<file path="src/rtl/mem_arbiter.sv">
// Round-robin arbiter sharing one fixed-latency SRAM between an instruction-fetch port and a data port.
// Each access runs IDLE -> ACCESS (WAIT_CYCLES cycles) -> DONE (ready pulse) -> IDLE.
module mem_arbiter #(
  parameter int unsigned WAIT_CYCLES = 3,
  parameter int unsigned ADDR_W      = 16
) (
  input  logic              clk,
  input  logic              rst,
  input  logic              if_req,
  input  logic [31:0]       if_addr,
  output logic [31:0]       if_rdata,
  output logic              if_ready,
  input  logic              d_req,
  input  logic              d_we,
  input  logic [31:0]       d_addr,
  input  logic [31:0]       d_wdata,
  output logic [31:0]       d_rdata,
  output logic              d_ready,
  output logic              sram_en,
  output logic              sram_we,
  output logic [ADDR_W-1:0] sram_addr,
  output logic [31:0]       sram_wdata,
  input  logic [31:0]       sram_rdata,
  output logic              busy
);

  typedef enum logic [1:0] {
    IDLE,
    ACCESS,
    DONE
  } state_t;

  localparam logic [3:0] LAST_CNT = 4'(WAIT_CYCLES - 1);

  state_t              state_q, state_d;
  logic [3:0]          cnt_q, cnt_d;
  logic                last_q, last_d;   // 1 = data port was granted last
  logic                gnt_q, gnt_d;     // 1 = current access belongs to the data port
  logic                we_q, we_d;
  logic [ADDR_W-1:0]   addr_q, addr_d;
  logic [31:0]         wdata_q, wdata_d;
  logic [31:0]         if_rdata_q, if_rdata_d;
  logic [31:0]         d_rdata_q, d_rdata_d;
  logic                grant_data;

  // Byte offset and bits above the SRAM word address are deliberately dropped.
  logic unused_addr_bits;
  assign unused_addr_bits = ^{if_addr[31:ADDR_W+2], if_addr[1:0],
                              d_addr[31:ADDR_W+2], d_addr[1:0]};

  always_ff @(posedge clk) begin
    if (rst) begin
      state_q    <= IDLE;
      cnt_q      <= '0;
      last_q     <= 1'b1;
      gnt_q      <= 1'b0;
      we_q       <= 1'b0;
      addr_q     <= '0;
      wdata_q    <= '0;
      if_rdata_q <= '0;
      d_rdata_q  <= '0;
    end else begin
      state_q    <= state_d;
      cnt_q      <= cnt_d;
      last_q     <= last_d;
      gnt_q      <= gnt_d;
      we_q       <= we_d;
      addr_q     <= addr_d;
      wdata_q    <= wdata_d;
      if_rdata_q <= if_rdata_d;
      d_rdata_q  <= d_rdata_d;
    end
  end

  always_comb begin
    state_d    = state_q;
    cnt_d      = cnt_q;
    last_d     = last_q;
    gnt_d      = gnt_q;
    we_d       = we_q;
    addr_d     = addr_q;
    wdata_d    = wdata_q;
    if_rdata_d = if_rdata_q;
    d_rdata_d  = d_rdata_q;
    // On a tie the data port wins only if the fetch port was granted last.
    grant_data = d_req & (~if_req | ~last_q);

    case (state_q)
      IDLE: begin
        if (if_req | d_req) begin
          state_d = ACCESS;
          cnt_d   = '0;
          gnt_d   = grant_data;
          last_d  = grant_data;
          addr_d  = grant_data ? d_addr[ADDR_W+1:2] : if_addr[ADDR_W+1:2];
          wdata_d = d_wdata;
          we_d    = grant_data & d_we;
        end
      end
      ACCESS: begin
        if (cnt_q == LAST_CNT) begin
          state_d = DONE;
          if (!we_q) begin
            if (gnt_q) d_rdata_d  = sram_rdata;
            else       if_rdata_d = sram_rdata;
          end
        end else begin
          cnt_d = cnt_q + 4'd1;
        end
      end
      DONE: begin
        state_d = IDLE;
      end
      default: begin
        state_d = IDLE;
      end
    endcase
  end

  assign sram_en    = (state_q == ACCESS);
  assign sram_we    = sram_en & we_q;
  assign sram_addr  = addr_q;
  assign sram_wdata = wdata_q;
  assign if_rdata   = if_rdata_q;
  assign d_rdata    = d_rdata_q;
  assign if_ready   = (state_q == DONE) & ~gnt_q;
  assign d_ready    = (state_q == DONE) & gnt_q;
  assign busy       = (state_q != IDLE);

endmodule

</file>
<file path="config.mk">
export PLATFORM = sky130hd
export DESIGN_NAME = mem_arbiter
export DESIGN_NICKNAME = d
export VERILOG_FILES = /design/src/rtl/mem_arbiter.sv
export SDC_FILE = /design/constraint.sdc
export NUM_CORES = 1
export LEC_CHECK = 0
export CAP_MARGIN = 20
export CORE_MARGIN = 1
export CORE_UTILIZATION = 43
export CTS_CLUSTER_DIAMETER = 150
export CTS_CLUSTER_SIZE = 8
export DETAILED_ROUTE_END_ITERATION = 10
export PLACE_DENSITY = 0.95
export SYNTH_ARGS = -nofsm -noshare
export SYNTH_HDL_FRONTEND = slang
export SYNTH_SLANG_ARGS = --single-unit
</file>
<file path="constraint.sdc">
create_clock -name clk -period 5.25 [get_ports clk]
set_input_delay 1.05 -clock clk [delete_from_list [all_inputs] [get_ports clk]]
set_output_delay 1.05 -clock clk [all_outputs]
set_load 0.02 [all_outputs]
</file>
Word level (Yosys, flattened, before mapping)
Cells that the tools add are included.

word-level totals
  register bits after elaboration = 121
  bits in latches = 0
  bits in writable memories = 0
  memory bits (read-only) = 0
  input bits = 133
  output and inout bits = 117
  logic and storage cells = 42
  memories = 0

cells by class
  add/subtract/negate cells = 1
  $mul = 0
  divide/modulo/power cells = 0
  $lt $le $gt $ge = 0
  equality and inequality tests = 6
  shift operators = 0
  muxes and demuxes = 7
  bitwise operators = 11
  reduce and logical (&&, ||, !) cells = 8

operator list
  kind                                                   count
  2-to-1 mux 16 bit                                      1
  2-to-1 mux 4 bit                                       2
  one-hot mux 4 bit (2 select lines)                     1
  AND reduction 4 bit                                    2
  bitwise AND 1 bit                                      5
  adder 4 x 1 -> 4 bit, second input constant            1
  == test 4 x 2 -> 1 bit, second input constant          1
  2-to-1 mux 2 bit                                       2
  inequality test 2 bit, second input constant           2
  NOT 1 bit                                              4
  one-hot mux 2 bit (2 select lines)                     1
  AND reduction 2 bit                                    2
  nonzero test 2 bit                                     2
  AND reduction 3 bit                                    1
  == test 2 x 1 -> 1 bit, second input constant          1
  == test 2 bit, second input constant                   1
  zero test 2 bit                                        1
  inequality test 2 x 1 -> 1 bit, second input constant  1
  bitwise OR 1 bit                                       2

Depth between registers and ports, before layout
Gate-level depths: netlist of run 1.

  depth after elaboration = 4
  gate-level depth with buffers = 6
  depth with buffers taken out = 5

Least setup slack after synthesis of run 1
No wires, ideal clock.

  path kind = register to output
  start point = register state_q[1]
  end point = output port busy
  arrival = 1.064 ns
  data required time = 4.200 ns
  setup slack = 3.136 ns
  stages on the path, launching flop included = 5
  path buffers = 2
  path through = dfxtp_1 nor2_1 inv_1 buf_2 clkbuf_1

between the ends
  cells in the longest elaborated chain, start to end = 1

ends and longest elaborated chain
  element                 RTL line  text
  from (decl)             35        state_t state_q, state_d;
  from (signal assigned)  63        state_q <= state_d;
  nonzero test 2 bit      128       assign busy = (state_q != IDLE);
  to (decl)               24        output logic busy

No other way between the ends.

Final worst setup path of run 1
  start point = register state_q[1]
  end point = output port sram_we

between the ends
  cells in the longest elaborated chain, start to end = 2

ends and longest elaborated chain
  element                 RTL line  text
  == test 2 x 1 -> 1 bit  120       assign sram_en = (state_q == ACCESS);
  bitwise AND 1 bit       121       assign sram_we = sram_en & we_q;
  to (decl)               20        output logic sram_we,

No other way between the ends.

==> results of run 1 <==
[sequential cells by signal, summed over array words and instances (netlist names)]
signal	flops
we_q	1
sram_wdata	32
gnt_q	1
state_q	2
cnt_q	4
if_rdata	32
last_q	1
d_rdata	32
sram_addr	16
[worst max path at each step]
stage / to / cells after the start
after floorplan: busy / 4
after global placement: sram_addr[8] / 4
after detailed placement: sram_addr[4] / 4
after CTS: sram_we / 4
after global routing: sram_we / 4
final: sram_we / 4
[power groups by stage]
| stage | combinational [uW] | sequential (uW) | clock [uW] |
|---|---|---|---|
| after floorplan | 131 | 1040 | 0 |
| after global placement | 341 | 997 | 0 |
| after detailed placement | 352 | 1000 | 0 |
| after CTS | 357 | 981 | 1170 |
| after global routing | 383 | 985 | 1220 |
| final | 361 | 981 | 1160 |
[per-stage QoR]
stage	worst slack (ps)	power, uW	hold slack, ps	instance area (sq um)
2_1_floorplan	3136	1170	483.3	5015
3_3_place_gp	2368	1338	457.6	7203
3_5_place_dp	2226	1352	463.3	7203
4_1_cts	2118	2512	478.3	7794
5_1_grt	2064	2586	495.8	7829
6_report	2124	2499	474.2	7829
[synth_stat cells, drive strengths merged, types with 2 or more instances]
| cell | n |
|---|---|
| nor2 | 5 |
| clkbuf | 30 |
| dfxtp | 121 |
| nand3 | 35 |
| buf | 16 |
| nor3b | 2 |
| a311oi | 16 |
| a21oi | 53 |
| o21ai | 35 |
| ha | 2 |
| nand2 | 33 |
| nand2b | 97 |
| inv | 4 |
| mux2i | 64 |
| or4 | 2 |
| o221ai | 3 |
[placed cells by master, fill, tap and decap left out, types with 2 or more instances in the layout]
cell type,count
ha_1,2
o221ai_1,3
nor2_1,3
nand2b_1,97
dfxtp_1,121
nand3_1,35
o21ai_0,35
inv_1,3
mux2i_1,64
or4_1,2
bufinv_16,2
nand2_1,33
a21oi_1,53
clkbuf_16,17
clkinv_2,5
a311oi_1,16
clkbuf_8,5
buf_4,7
clkdlybuf4s50_1,216
[layer usage]
layer | wire, um | vias to the layer above
met2 | 7903 | 223
met5 | 0 | -
met4 | 556 | 0
met1 | 5683 | 2262
met3 | 1039 | 47
li1 | - | 2247
[cell families (layout without fill, tap and decap cells)]
logic type	count (synthesis)	after routing
compound gates	111	111
fa+ha+maj	2	2
buf+inv	50	259
flops	121	121
mux	64	64
simple gates	185	185
[area by class of cell]
| type | instances | share of cell area, % |
|---|---|---|
| Sequential cell | 121 | 30.94 |
| Clock inverter | 8 | 1.183 |
| Timing Repair Buffer | 224 | 28.64 |
| Tap cell | 143 | 2.285 |
| Inverter | 4 | 0.1918 |
| Clock buffer | 23 | 6.361 |
| Multi-Input combinational cell | 362 | 30.40 |
[worst max-delay path: cells and delay by family (launching register included)]
family / cells / cell delay [ps]
buf+inv: 2 / 680
simple gates: 2 / 590
flops: 1 / 390
==> impl_metrics.tcl, run 1 <==
set metrics [dict create \
    grt_max_degree 155 \
    placed_cells 852 \
    dieArea_sq_um 12100 \
    synthAdderAreaFrac_pct 0.4990 \
    period_share_pct 59.54 \
    synth_mux_area_share_pct 12.77 \
    start_util_pct 44.11 \
    worstHoldPathCells 2 \
    crit_type "reg -> out" \
    start_kind "register" \
    grt_pass1_wl_um 22660 \
    multi_input_area_sq_um 2380 \
    worst_r2r_path_depth 6 \
    worst_slew_pin_slew_ps 948.5 \
    syn_inst 533 \
    port_buffers 217 \
    first_pass_iters 4 \
    cts-buffers-inserted 17 \
    grtUsageMet2_pct 44.69 \
    num_antenna_cells 0 \
    critPathLaunch "state_q[1]" \
    synth_area_leaders "dfxtp_1, mux2i_1, nand2b_1" \
    core.rowCount 39 \
    leakage_uw 0.003027 \
    cts_hold_buf 0 \
    drtIter0Drc 345 \
    overflow 0 \
    fin_cells 885 \
    crit_chain "nand2b_1, inv_2, and2_1, clkdlybuf4s50_1" \
    seq_area_frac_synth_pct 48.30 \
    clk_pin_slew_worst_paths_ps 50 \
    rr_endpoint "if_rdata[14]" \
    netlist_area_sq_um 5015 \
    combPwrFrac_pct 14.4 \
    max_freq_ghz 0.3199 \
    cts_tree "yes" \
    die_x_um 110.0 \
    grt_most_used_layer "met2" \
    peakVddDrop_mv 0.2349 \
    synth_top_area_cell "dfxtp_1" \
    ios 250 \
    dp_hpwl_um 9777 \
    via_per_inst 5.400 \
    regArea_sq_um 2422 \
    drive_gt1_share_pct 6.334 \
    synth_cell_types 35 \
    reg2reg_slack_ps 3180 \
    yosys.area_share.simple_pct 21.16 \
    cts_buffer_depth 2 \
    die_y_um 110.0 \
    clockPowerShare_pct 46.3 \
    crit_arrival_ps 2080 \
    cp_max_fo 10 \
    synth-seq-cells 121 \
    hold_violations 0 \
    routed_wl_um 15180 \
    clock_skew_ps 3.707 \
    wire_per_inst_um 17.15 \
    async_flop_share_pct 0 \
    power.internal_uw 1893 \
    synth_compound_gate_area_share_pct 12.82 \
    synth-edff-count 0 \
    drtAntennaViolNets 0 \
    route.detailed.drc 0 \
    core_area_sq_um 11370 \
    area_delta_synth_final_pct 56.11 \
    reg2reg_from "cnt_q[0]" \
    gr-usage-met1_pct 25.16 \
    critPathMaxStageDelay_ps 550 \
    syn_nets 668 \
    fin_util_pct 68.86 \
    min_from "d_rdata[27]" \
    cts.repair.resized 0 \
    met3_usage_pct 7.701 \
    grt_pass1_vias 4738 \
    period_needed_ps 3126 \
    avgSynthCellArea_sq_um 9.409 \
    finalSetupTns_ps 0 \
    switching_share_pct 24.25 \
    outcome "complete, no violations" \
    worst_path_max_delay_cell "clkdlybuf4s50_1" \
    htreeDepth 4 \
    cts_root_buf "clkbuf_16" \
    post_cts_buffers 0 \
    grt_util_all_layers_pct 24.62 \
    rsz0062_at_grt "no" \
    finalMaxSlewViolations 0 \
    fillers 848 \
    ys.warnings.count 0 \
    drv_cap 0 \
    yosysTopAreaCellShare_pct 48.30 \
    antenna_found_initial 0 \
    cts_sinks 121 \
    setup_violations 0 \
    hold_end "d_rdata[27]" \
    fin_nets 865 \
    endpoint_kind "output pin" \
    power-per-cell-area_nw_per_um2 319.2 \
    pwr-share-seq_pct 39.3 \
    cp_data_required_time_ps 4200 \
    vias 4779 \
    synth_top_family_by_area "simple AND/OR/NAND/NOR gates" \
    clkLatencyLatePin_ps 410 \
    place_congestion 0.8077 \
    holdCritPathClass "reg -> reg" \
    synthXorXnorAreaFrac_pct 0 \
    switchingPower_uw 606.2 \
    synthFlopType "dfxtp_1" \
    slew_headroom_pct 36.77 \
]
(Power assumes the default switching activity.)
==> run 2, diff against run 1 <==
--- a/config.mk
+++ b/config.mk
@@ -7,11 +7,11 @@
 export LEC_CHECK = 0
 export CAP_MARGIN = 20
 export CORE_MARGIN = 1
-export CORE_UTILIZATION = 43
+export CORE_UTILIZATION = 40
 export CTS_CLUSTER_DIAMETER = 150
 export CTS_CLUSTER_SIZE = 8
 export DETAILED_ROUTE_END_ITERATION = 10
-export PLACE_DENSITY = 0.95
+export PLACE_DENSITY = 0.91
 export SYNTH_ARGS = -nofsm -noshare
 export SYNTH_HDL_FRONTEND = slang
 export SYNTH_SLANG_ARGS = --single-unit
==> constraint.sdc (replaced) <==
create_clock -name clk -period 3.2 [get_ports clk]
set_input_delay 0.64 -clock clk [delete_from_list [all_inputs] [get_ports clk]]
set_output_delay 0.64 -clock clk [all_outputs]
set_load 0.02 [all_outputs]
==> run 2 against run 1 <==
Effect of this change: total power is 70% higher; critical path depth stayed put; clock skew is 7.5 ps higher; sequential cell count stayed put; global-route usage is 1.9 points lower; sequential share of layout area is 0.30 points lower; hold slack worse by 3.4 ps; die area is 7.4% higher; register-to-register slack worse by 2000 ps; worst setup slack worse by 1600 ps; core utilization is 3.6 points lower; highest routed layer unchanged.
==> impl_metrics.tcl, run 2 (synthesized netlist as in run 1, its figures left out) <==
set metrics [dict create \
    wire_per_inst_um 16.25 \
    post_cts_buffers 0 \
    grt_pass1_vias 4890 \
    worst_slew_pin_slew_ps 917.3 \
    antenna_found_initial 0 \
    holdWs_ps 470.8 \
    reg2reg_slack_ps 1170 \
    die_y_um 114.0 \
    worst_r2r_path_depth 6 \
    wl_met2_um 7758 \
    slew_headroom_pct 38.84 \
    first_pass_iters 5 \
    drv_cap 0 \
    pwr-share-seq_pct 37.8 \
    cts_sinks 121 \
    grt_max_degree 155 \
    power-per-cell-area_nw_per_um2 537.8 \
    endpoint_kind "output pin" \
    wirelength_met1_um 5634 \
    outcome "complete, no violations" \
    drtIter0Drc 231 \
    worstHoldPathCells 2 \
    drive_gt1_share_pct 6.191 \
    route.met3.wl_um 907 \
    grt_pass1_wl_um 23220 \
    power_uw 4252 \
    num_antenna_cells 0 \
    cp_data_required_time_ps 2560 \
    vias 4718 \
    final_cell_mix "clkdlybuf4s50_1, dfxtp_1, nand2b_1" \
    ios 250 \
    fin_nets 865 \
    switchingPower_uw 1005 \
    drtAntennaViolNets 0 \
    finalMaxSlewViolations 0 \
    switching_share_pct 23.63 \
    holdCritPathClass "reg -> reg" \
    place_congestion 0.7696 \
    clockPowerShare_pct 48.4 \
    max_freq_ghz 0.3692 \
    die_x_um 114.0 \
    clock_skew_ps 11.17 \
    cts-buffers-inserted 17 \
    start_util_pct 41.40 \
    period_needed_ps 2709 \
    clkLatencyLatePin_ps 410 \
    cts_root_buf "clkbuf_16" \
    dp_hpwl_um 9936 \
    cts_hold_buf 0 \
    htreeDepth 4 \
    hold_end "if_rdata[23]" \
    cts.repair.resized 0 \
    peakVddDrop_mv 0.3453 \
    fin_util_pct 65.27 \
    setup_slack_ps 491.1 \
    grt_util_all_layers_pct 22.70 \
    rr_endpoint "if_rdata[15]" \
    cts_buffer_depth 2 \
    routed_wl_um 14810 \
    core.rowCount 40 \
    dieArea_sq_um 12990 \
    place_ws_ps 650.6 \
    port_buffers 217 \
    rsz0062_at_grt "no" \
    route.detailed.drc 0 \
    cp_max_fo 10 \
    hold_violations 0 \
    finalSetupTns_ps 0 \
    combPwrFrac_pct 13.8 \
    power.internal_uw 3247 \
    period_share_pct 84.65 \
    setup_violations 0 \
    via_per_inst 5.179 \
    start_kind "register" \
    layout_commonest_cell "clkdlybuf4s50_1" \
    crit_type "reg -> out" \
    min_from "if_rdata[23]" \
    top_layer "met4" \
    overflow 0 \
    clk_pin_slew_worst_paths_ps 60 \
    cts_tree "yes" \
    leakage_uw 0.003029 \
    reg2reg_from "cnt_q[0]" \
    core_area_sq_um 12110 \
    area_delta_synth_final_pct 57.63 \
    crit_arrival_ps 2070 \
]
run 2: changes by cell type in the layout (fill, tap and decap cells not counted):
cell | previous run | this run
clkinvlp_4 | 1 | 4
clkinv_4 | 0 | 1
bufinv_16 | 2 | 5
clkinv_2 | 5 | 2
clkbuf_8 | 5 | 0
clkbuf_1 | 1 | 3
run 2: routing by layer:
layer,vias to the layer above,track usage (%)
li1,2239,-
met3,42,6.482
met2,195,40.65
met4,0,13.85
met1,2242,23.41
met5,-,0
run 2: cell type report:
class	instances	area (sq um)
inverter	4	15.01
clock inverter	12	198.9
sequential	121	2422
multi-input combinational	362	2380
fill	959	4207
tap	168	210.2
clock buffer	20	436.7
timing repair buffer	224	2242
run 2: per-stage QoR:
| step | std cells | area (sq um) |
|---|---|---|
| final | 911 | 7905 |
| after global routing | 911 | 7905 |
| after CTS | 910 | 7878 |
| after detailed placement | 878 | 7242 |
| after global placement | 878 | 7242 |
| after floorplan | 533 | 5015 |
run 2: worst max-delay path by stage:
stage	endpoint	cells past startpoint	startpoint
after floorplan	busy	4	state_q[1]
after global placement	sram_addr[13]	4	if_req
after detailed placement	sram_addr[3]	4	if_req
after CTS	sram_we	4	state_q[1]
after global routing	sram_we	4	state_q[0]
final	sram_we	4	state_q[1]
run 2: power groups by stage:
stage | clock network, uW | logic (uW) | registers, uW
after floorplan | 0 | 215 | 1700
after global placement | 0 | 563 | 1630
after detailed placement | 0 | 581 | 1640
after CTS | 2100 | 585 | 1610
after global routing | 2160 | 627 | 1610
final | 2060 | 587 | 1610
run 2: critical path: stages, from the launching register on:
cell	delay, ps
dfxtp_1	410
nand2b_1	400
inv_2	120
and2_1	180
clkdlybuf4s50_1	560
